[src/rtl/moldudp_feed_arbiter_if.sv]
`default_nettype none
// ============================================================================
// Module      : moldudp_feed_arbiter_if
// Description : 64-bit AXI-stream UDP payload bundle (tvalid/tready/tdata/
//               tkeep/tlast/tuser) shared by the arbiter inputs and output.
// Revision    : 1.0 - initial release
// ============================================================================
interface moldudp_feed_arbiter_if #(
    parameter int DATA_W = 64,
    parameter int KEEP_W = DATA_W / 8
);
    logic              tvalid;
    logic              tready;
    logic [DATA_W-1:0] tdata;
    logic [KEEP_W-1:0] tkeep;
    logic              tlast;
    logic              tuser;

    modport master (output tvalid, output tdata, output tkeep, output tlast,
                    output tuser, input tready);
    modport slave  (input tvalid, input tdata, input tkeep, input tlast,
                    input tuser, output tready);
endinterface
`default_nettype wire

[src/rtl/moldudp_feed_arbiter.sv]
`default_nettype none
// ============================================================================
// Module      : moldudp_feed_arbiter
// Description : Packet-level round-robin arbiter between two UDP payload
//               streams feeding one MoldUDP64 decoder; registered output.
// Revision    : 1.0 - initial release
// ============================================================================
module moldudp_feed_arbiter #(
    parameter int AXI_DATA_W = 64,
    parameter int AXI_KEEP_W = AXI_DATA_W / 8,
    parameter int PKT_CNT_W  = 32
) (
    input  wire logic                 clk,
    input  wire logic                 reset,
    moldudp_feed_arbiter_if.slave     upd0,
    moldudp_feed_arbiter_if.slave     upd1,
    moldudp_feed_arbiter_if.master    upd,
    output logic [1:0]                grant_o,
    output logic [PKT_CNT_W-1:0]      pkt_cnt0_o,
    output logic [PKT_CNT_W-1:0]      pkt_cnt1_o
);

    typedef enum logic [1:0] {
        ST_IDLE = 2'd0,
        ST_GNT0 = 2'd1,
        ST_GNT1 = 2'd2
    } state_t;

    state_t                 r_state;
    state_t                 w_state_nxt;
    logic                   r_last_grant;
    logic                   r_tvalid;
    logic [AXI_DATA_W-1:0]  r_tdata;
    logic [AXI_KEEP_W-1:0]  r_tkeep;
    logic                   r_tlast;
    logic                   r_tuser;
    logic [PKT_CNT_W-1:0]   r_cnt0;
    logic [PKT_CNT_W-1:0]   r_cnt1;
    logic                   w_out_rdy;
    logic                   w_rdy0;
    logic                   w_rdy1;
    logic                   w_acc0;
    logic                   w_acc1;

    // Output register can take a beat when empty or being drained this cycle.
    assign w_out_rdy = ~r_tvalid | upd.tready;
    assign w_acc0    = upd0.tvalid & w_rdy0;
    assign w_acc1    = upd1.tvalid & w_rdy1;

    always_comb begin
        w_state_nxt = r_state;
        w_rdy0      = 1'b0;
        w_rdy1      = 1'b0;
        grant_o     = 2'b00;
        case (r_state)
            ST_IDLE: begin
                if (upd0.tvalid && upd1.tvalid)
                    w_state_nxt = r_last_grant ? ST_GNT0 : ST_GNT1;
                else if (upd0.tvalid)
                    w_state_nxt = ST_GNT0;
                else if (upd1.tvalid)
                    w_state_nxt = ST_GNT1;
            end
            ST_GNT0: begin
                w_rdy0     = w_out_rdy;
                grant_o[0] = 1'b1;
                if (upd0.tvalid && w_out_rdy && upd0.tlast)
                    w_state_nxt = ST_IDLE;
            end
            ST_GNT1: begin
                w_rdy1     = w_out_rdy;
                grant_o[1] = 1'b1;
                if (upd1.tvalid && w_out_rdy && upd1.tlast)
                    w_state_nxt = ST_IDLE;
            end
            default: w_state_nxt = ST_IDLE;
        endcase
    end

    always_ff @(posedge clk) begin
        if (reset) begin
            r_state      <= ST_IDLE;
            r_last_grant <= 1'b1;
            r_tvalid     <= 1'b0;
            r_tdata      <= '0;
            r_tkeep      <= '0;
            r_tlast      <= 1'b0;
            r_tuser      <= 1'b0;
            r_cnt0       <= '0;
            r_cnt1       <= '0;
        end else begin
            r_state <= w_state_nxt;
            if (r_state == ST_IDLE && w_state_nxt == ST_GNT0)
                r_last_grant <= 1'b0;
            else if (r_state == ST_IDLE && w_state_nxt == ST_GNT1)
                r_last_grant <= 1'b1;

            if (w_acc0) begin
                r_tvalid <= 1'b1;
                r_tdata  <= upd0.tdata;
                r_tkeep  <= upd0.tkeep;
                r_tlast  <= upd0.tlast;
                r_tuser  <= upd0.tuser;
            end else if (w_acc1) begin
                r_tvalid <= 1'b1;
                r_tdata  <= upd1.tdata;
                r_tkeep  <= upd1.tkeep;
                r_tlast  <= upd1.tlast;
                r_tuser  <= upd1.tuser;
            end else if (upd.tready) begin
                r_tvalid <= 1'b0;
            end

            if (w_acc0 && upd0.tlast)
                r_cnt0 <= r_cnt0 + PKT_CNT_W'(1);
            if (w_acc1 && upd1.tlast)
                r_cnt1 <= r_cnt1 + PKT_CNT_W'(1);
        end
    end

    assign upd0.tready = w_rdy0;
    assign upd1.tready = w_rdy1;
    assign upd.tvalid  = r_tvalid;
    assign upd.tdata   = r_tdata;
    assign upd.tkeep   = r_tkeep;
    assign upd.tlast   = r_tlast;
    assign upd.tuser   = r_tuser;
    assign pkt_cnt0_o  = r_cnt0;
    assign pkt_cnt1_o  = r_cnt1;

endmodule
`default_nettype wire

[src/flat_wrapper.sv]
// flat-port wrapper written by rule: the top's interface ports become plain ports
module moldudp_feed_arbiter_flat 
#(
    parameter int AXI_DATA_W = 64,
    parameter int AXI_KEEP_W = AXI_DATA_W / 8,
    parameter int PKT_CNT_W  = 32
)
  (clk, reset, grant_o, pkt_cnt0_o, pkt_cnt1_o, upd0_tvalid, upd0_tdata, upd0_tkeep, upd0_tlast, upd0_tuser, upd0_tready, upd1_tvalid, upd1_tdata, upd1_tkeep, upd1_tlast, upd1_tuser, upd1_tready, upd_tvalid, upd_tdata, upd_tkeep, upd_tlast, upd_tuser, upd_tready);
  moldudp_feed_arbiter_if #(.DATA_W((64)), .KEEP_W((8))) upd0_i ();
  moldudp_feed_arbiter_if #(.DATA_W((64)), .KEEP_W((8))) upd1_i ();
  moldudp_feed_arbiter_if #(.DATA_W((64)), .KEEP_W((8))) upd_i ();
  input  wire logic clk;
  input  wire logic reset;
  output logic [1:0] grant_o;
  output logic [PKT_CNT_W-1:0] pkt_cnt0_o;
  output logic [PKT_CNT_W-1:0] pkt_cnt1_o;
  input wire logic [$bits(upd0_i.tvalid)-1:0] upd0_tvalid;
  input wire logic [$bits(upd0_i.tdata)-1:0] upd0_tdata;
  input wire logic [$bits(upd0_i.tkeep)-1:0] upd0_tkeep;
  input wire logic [$bits(upd0_i.tlast)-1:0] upd0_tlast;
  input wire logic [$bits(upd0_i.tuser)-1:0] upd0_tuser;
  output wire logic [$bits(upd0_i.tready)-1:0] upd0_tready;
  input wire logic [$bits(upd1_i.tvalid)-1:0] upd1_tvalid;
  input wire logic [$bits(upd1_i.tdata)-1:0] upd1_tdata;
  input wire logic [$bits(upd1_i.tkeep)-1:0] upd1_tkeep;
  input wire logic [$bits(upd1_i.tlast)-1:0] upd1_tlast;
  input wire logic [$bits(upd1_i.tuser)-1:0] upd1_tuser;
  output wire logic [$bits(upd1_i.tready)-1:0] upd1_tready;
  output wire logic [$bits(upd_i.tvalid)-1:0] upd_tvalid;
  output wire logic [$bits(upd_i.tdata)-1:0] upd_tdata;
  output wire logic [$bits(upd_i.tkeep)-1:0] upd_tkeep;
  output wire logic [$bits(upd_i.tlast)-1:0] upd_tlast;
  output wire logic [$bits(upd_i.tuser)-1:0] upd_tuser;
  input wire logic [$bits(upd_i.tready)-1:0] upd_tready;
  assign upd0_i.tvalid = upd0_tvalid;
  assign upd0_i.tdata = upd0_tdata;
  assign upd0_i.tkeep = upd0_tkeep;
  assign upd0_i.tlast = upd0_tlast;
  assign upd0_i.tuser = upd0_tuser;
  assign upd0_tready = upd0_i.tready;
  assign upd1_i.tvalid = upd1_tvalid;
  assign upd1_i.tdata = upd1_tdata;
  assign upd1_i.tkeep = upd1_tkeep;
  assign upd1_i.tlast = upd1_tlast;
  assign upd1_i.tuser = upd1_tuser;
  assign upd1_tready = upd1_i.tready;
  assign upd_tvalid = upd_i.tvalid;
  assign upd_tdata = upd_i.tdata;
  assign upd_tkeep = upd_i.tkeep;
  assign upd_tlast = upd_i.tlast;
  assign upd_tuser = upd_i.tuser;
  assign upd_i.tready = upd_tready;
  moldudp_feed_arbiter #(.AXI_DATA_W(AXI_DATA_W), .AXI_KEEP_W(AXI_KEEP_W), .PKT_CNT_W(PKT_CNT_W)) u_core (.clk(clk), .reset(reset), .upd0(upd0_i), .upd1(upd1_i), .upd(upd_i), .grant_o(grant_o), .pkt_cnt0_o(pkt_cnt0_o), .pkt_cnt1_o(pkt_cnt1_o));
endmodule
[config.mk]
export PLATFORM = sky130hd
export DESIGN_NAME = moldudp_feed_arbiter_flat
export DESIGN_NICKNAME = d
export VERILOG_FILES = /design/src/rtl/moldudp_feed_arbiter_if.sv /design/src/rtl/moldudp_feed_arbiter.sv /design/src/flat_wrapper.sv
export SDC_FILE = /design/constraint.sdc
export NUM_CORES = 1
export LEC_CHECK = 0
export ABC_AREA = 1
export BUFFER_PORTS_ARGS = -buffer_cell sky130_fd_sc_hd__buf_2
export CORE_MARGIN = 5
export CORE_UTILIZATION = 30
export DETAILED_ROUTE_END_ITERATION = 12
export REMOVE_ABC_BUFFERS = 1
export SETUP_SLACK_MARGIN = 0.02
export SYNTH_ARGS = -nofsm -noshare
export SYNTH_HDL_FRONTEND = slang
export SYNTH_SLANG_ARGS = --single-unit
[constraint.sdc]
create_clock -name clk -period 1.4 [get_ports clk]
set_input_delay 0.07 -clock clk [delete_from_list [all_inputs] [get_ports clk]]
set_output_delay 0.07 -clock clk [all_outputs]
set_load 0.005 [all_outputs]
==> results.py <==
metrics = {
    "outcome": {
        "status": "finished with violations",
        "violations": "setup timing",
    },
    "worst_setup_path": {
        "slowest_stage": "dfxtp_4",
        "arrival_ps": 1820,
        "cp_data_required_time_ps": 1700,
        "path_cells": "nor2_4 -> nand3_4 -> buf_12 -> nor2_4 -> buf_4 -> buf_6 -> xnor2_2 -> nor2_1",
        "max_stage_delay_ps": 370,
        "critPathKind": "reg2reg",
        "end_kind": "register",
        "cp_common_cell": "nor2_4",
        "path_buf_inv": 3,
        "crit_path_start_kind": "register",
        "cp_top_family": "simple AND/OR/NAND/NOR gates",
        "cp_max_fo": 7,
    },
    "synthesis": {
        "synth.top_cell.area_share": 0.4193,
        "yosys_warnings": 0,
        "syn_area_um2": 6779,
        "synth.avg_cell_area_um2": 6.896,
        "ys.flop_type": "dfxtp_1",
        "ys_ff_latch": 142,
        "ys_types": 35,
        "async_flop_share": 0,
        "synth-edff-count": 0,
        "yosys-top-cells-area": "dfxtp_1, nand2_1, o21ai_0, a21oi_1, inv_1",
        "synth.largest_area_cell": "dfxtp_1",
        "ys_seq_area_frac": 0.4193,
        "syn_inst": 983,
    },
    "finish": {
        "multi_input_area_um2": 3809,
        "final_util": 0.5623,
        "drive_gt1_frac": 0.3962,
        "nFillCells": 1988,
        "regArea_um2": 2861,
        "stdcell_area_um2": 12610,
        "nets": 1712,
        "mostFrequentLayoutCells": "buf_2, nand2_1, dlygate4sd3_1",
        "area_growth_pct": 86.08,
        "final_common_cell": "buf_2",
    },
    "power_and_ir_drop": {
        "power_mw": 11.06,
        "power_leakage_nw": 5.904,
        "power.density_nw_per_um2": 876.5,
        "ir_drop_uv": 572.0,
    },
    "detailed_routing": {
        "ant_nets": 0,
        "viasPerCell": 5.021,
        "dr.first_iter.drc_count": 654,
        "drtPass1Iterations": 7,
        "wl_per_cell_um": 17.44,
        "drc_errors": 0,
        "vias": 9319,
        "wirelength_um": 32370,
    },
    "placement": {
        "dpl_cell_area_um2": 9392,
        "portBuffers": 295,
        "dp_hpwl_um": 19000,
        "gp_congestion": 0.8655,
    },
    "grt": {
        "grt_pass1_vias": 9217,
        "grt_pass1_wl_um": 47720,
        "gr-total-overflow": 0,
        "grt_antenna_before_repair": 1,
        "track_usage": 0.2287,
        "grt_max_degree": 66,
    },
    "min_path": {
        "min_path_type": "in2reg",
    },
    "timing": {
        "finalCriticalPeriod_ps": 1516,
        "tightest_slew_ps": 439.5,
        "finalHoldViolCount": 0,
        "fin_skew_ps": 23.79,
        "fmax_ghz": 0.6597,
        "fin_crit_sh": 1.083,
        "finalSetupViolCount": 78,
        "maxSlewHeadroom": 0.7070,
        "layout_setup_ws_ps": -115.8,
        "finalMaxSlewViolations": 0,
        "rsz0062_at_grt": "yes",
    },
    "clock_network": {
        "htreeDepth": 4,
        "cts-root-buf": "clkbuf_16",
        "clkLatencyLatePin_ps": 440,
        "ctsLongestPathBuffers": 2,
        "path_clk_slew_ps": 70,
        "clock_sinks": 142,
        "cts_buffers": 17,
        "cts_tree": "built",
    },
    "floorplanning": {
        "num_rows": 55,
        "die_h_um": 160.3,
        "die_x_um": 160.3,
        "start_util": 0.3022,
        "die-area_um2": 25700,
        "core_um2": 22430,
        "design.portCount": 296,
    },
    "flow_run": {
        "drv_cap": 0,
    },
}
## state kept, by name, indices dropped and copies added, names as in the netlist
signal and flops:
u_core.upd.tlast 1, u_core.upd.tvalid 1, u_core.pkt_cnt0_o 32, u_core.r_state 2, u_core.pkt_cnt1_o 32, u_core.upd.tuser 1, u_core.upd.tkeep 8, u_core.upd.tdata 64
u_core.r_last_grant 1
## cell usage after synthesis (3+ instances only)
library cell and n:
inv_2 3, clkbuf_1 32, a21oi_1 103, nand4_1 27, dfxtp_1 142, nand2_1 201
o21ai_1 16, o21ai_0 150, nor2_2 6, xnor2_1 5, nor3b_1 3, nor2_1 91
nor2_4 5, inv_1 95, xor2_1 7, buf_2 9, buf_4 6, and3_1 7
nand3_1 27, nor3_1 20, o21bai_1 8
## cells by family after synthesis
group | share of synthesized area
xor+xnor | 0.01550
fa+ha+maj | 0.003691
simple gates | 0.2595
buf+inv | 0.08915
compound gates | 0.2128
flops | 0.4193
## cell type report
class | count | share of cell area
timing repair buffer | 603 | 0.3662
sequential | 142 | 0.2268
multi-input combinational | 695 | 0.3019
inverter | 98 | 0.03065
antenna | 1 | 0.0001984
tap | 285 | 0.02827
clock inverter | 14 | 0.01111
clock buffer | 18 | 0.03481
## worst reg2reg max path: stages, from the launching register on
cell and delay [ps]:
dfxtp_4 370, nor2_4 170, nand3_4 170, buf_12 180, nor2_4 140, buf_4 140
buf_6 90, xnor2_2 90, nor2_1 50
## power by group
part | switching (mW) | internal [mW]
sequential | 0.137 | 4.27
combinational | 1.02 | 1.08
clock | 2.12 | 2.42
## routing by layer
| layer | up-vias | global-route usage | wire [um] |
|---|---|---|---|
| met3 | 98 | 0.05106 | 2609 |
| met4 | 0 | 0.1048 | 1643 |
| met1 | 4292 | 0.2644 | 12350 |
| met2 | 516 | 0.4033 | 15760 |
| li1 | 4413 | - | - |
| met5 | - | 0 | 0 |
## what timing repair did
action | in CTS | in global routing
buffers inserted | 7 | 18
cloned | 10 | 5
endpoints found under the hold margin | 75 | 0
pin swaps | 21 | 43
resized for setup | 149 | 133
hold buffers | 148 | 0
setup endpoints to repair | 134 | 141
## worst paths after layout
path | depth (start not counted) | slack (ps) | endpoint | from
max | 8 | -120 | u_core.pkt_cnt1_o[8] | u_core.r_state[0]
min | 4 | 90 | u_core.r_state[0] | upd0_tlast
max reg2reg | 8 | -120 | u_core.pkt_cnt1_o[8] | u_core.r_state[0]
min reg2reg | 1 | 480 | u_core.pkt_cnt0_o[12] | u_core.pkt_cnt0_o[12]
## stage by stage
| stage | cells | hold WS, ps | setup WS [ps] | TNS, ps |
|---|---|---|---|---|
| after floorplan | 933 | 139.1 | -1626 | -122350 |
| after global placement | 1636 | 319.1 | -126.0 | -7547 |
| after detailed placement | 1636 | 321.6 | -199.0 | -11400 |
| after CTS | 1833 | 82.99 | -102.4 | -2040 |
| after global routing | 1856 | 128.4 | -199.3 | -12410 |
| final | 1856 | 90.89 | -115.8 | -2689 |
(Power assumes the default switching activity.)
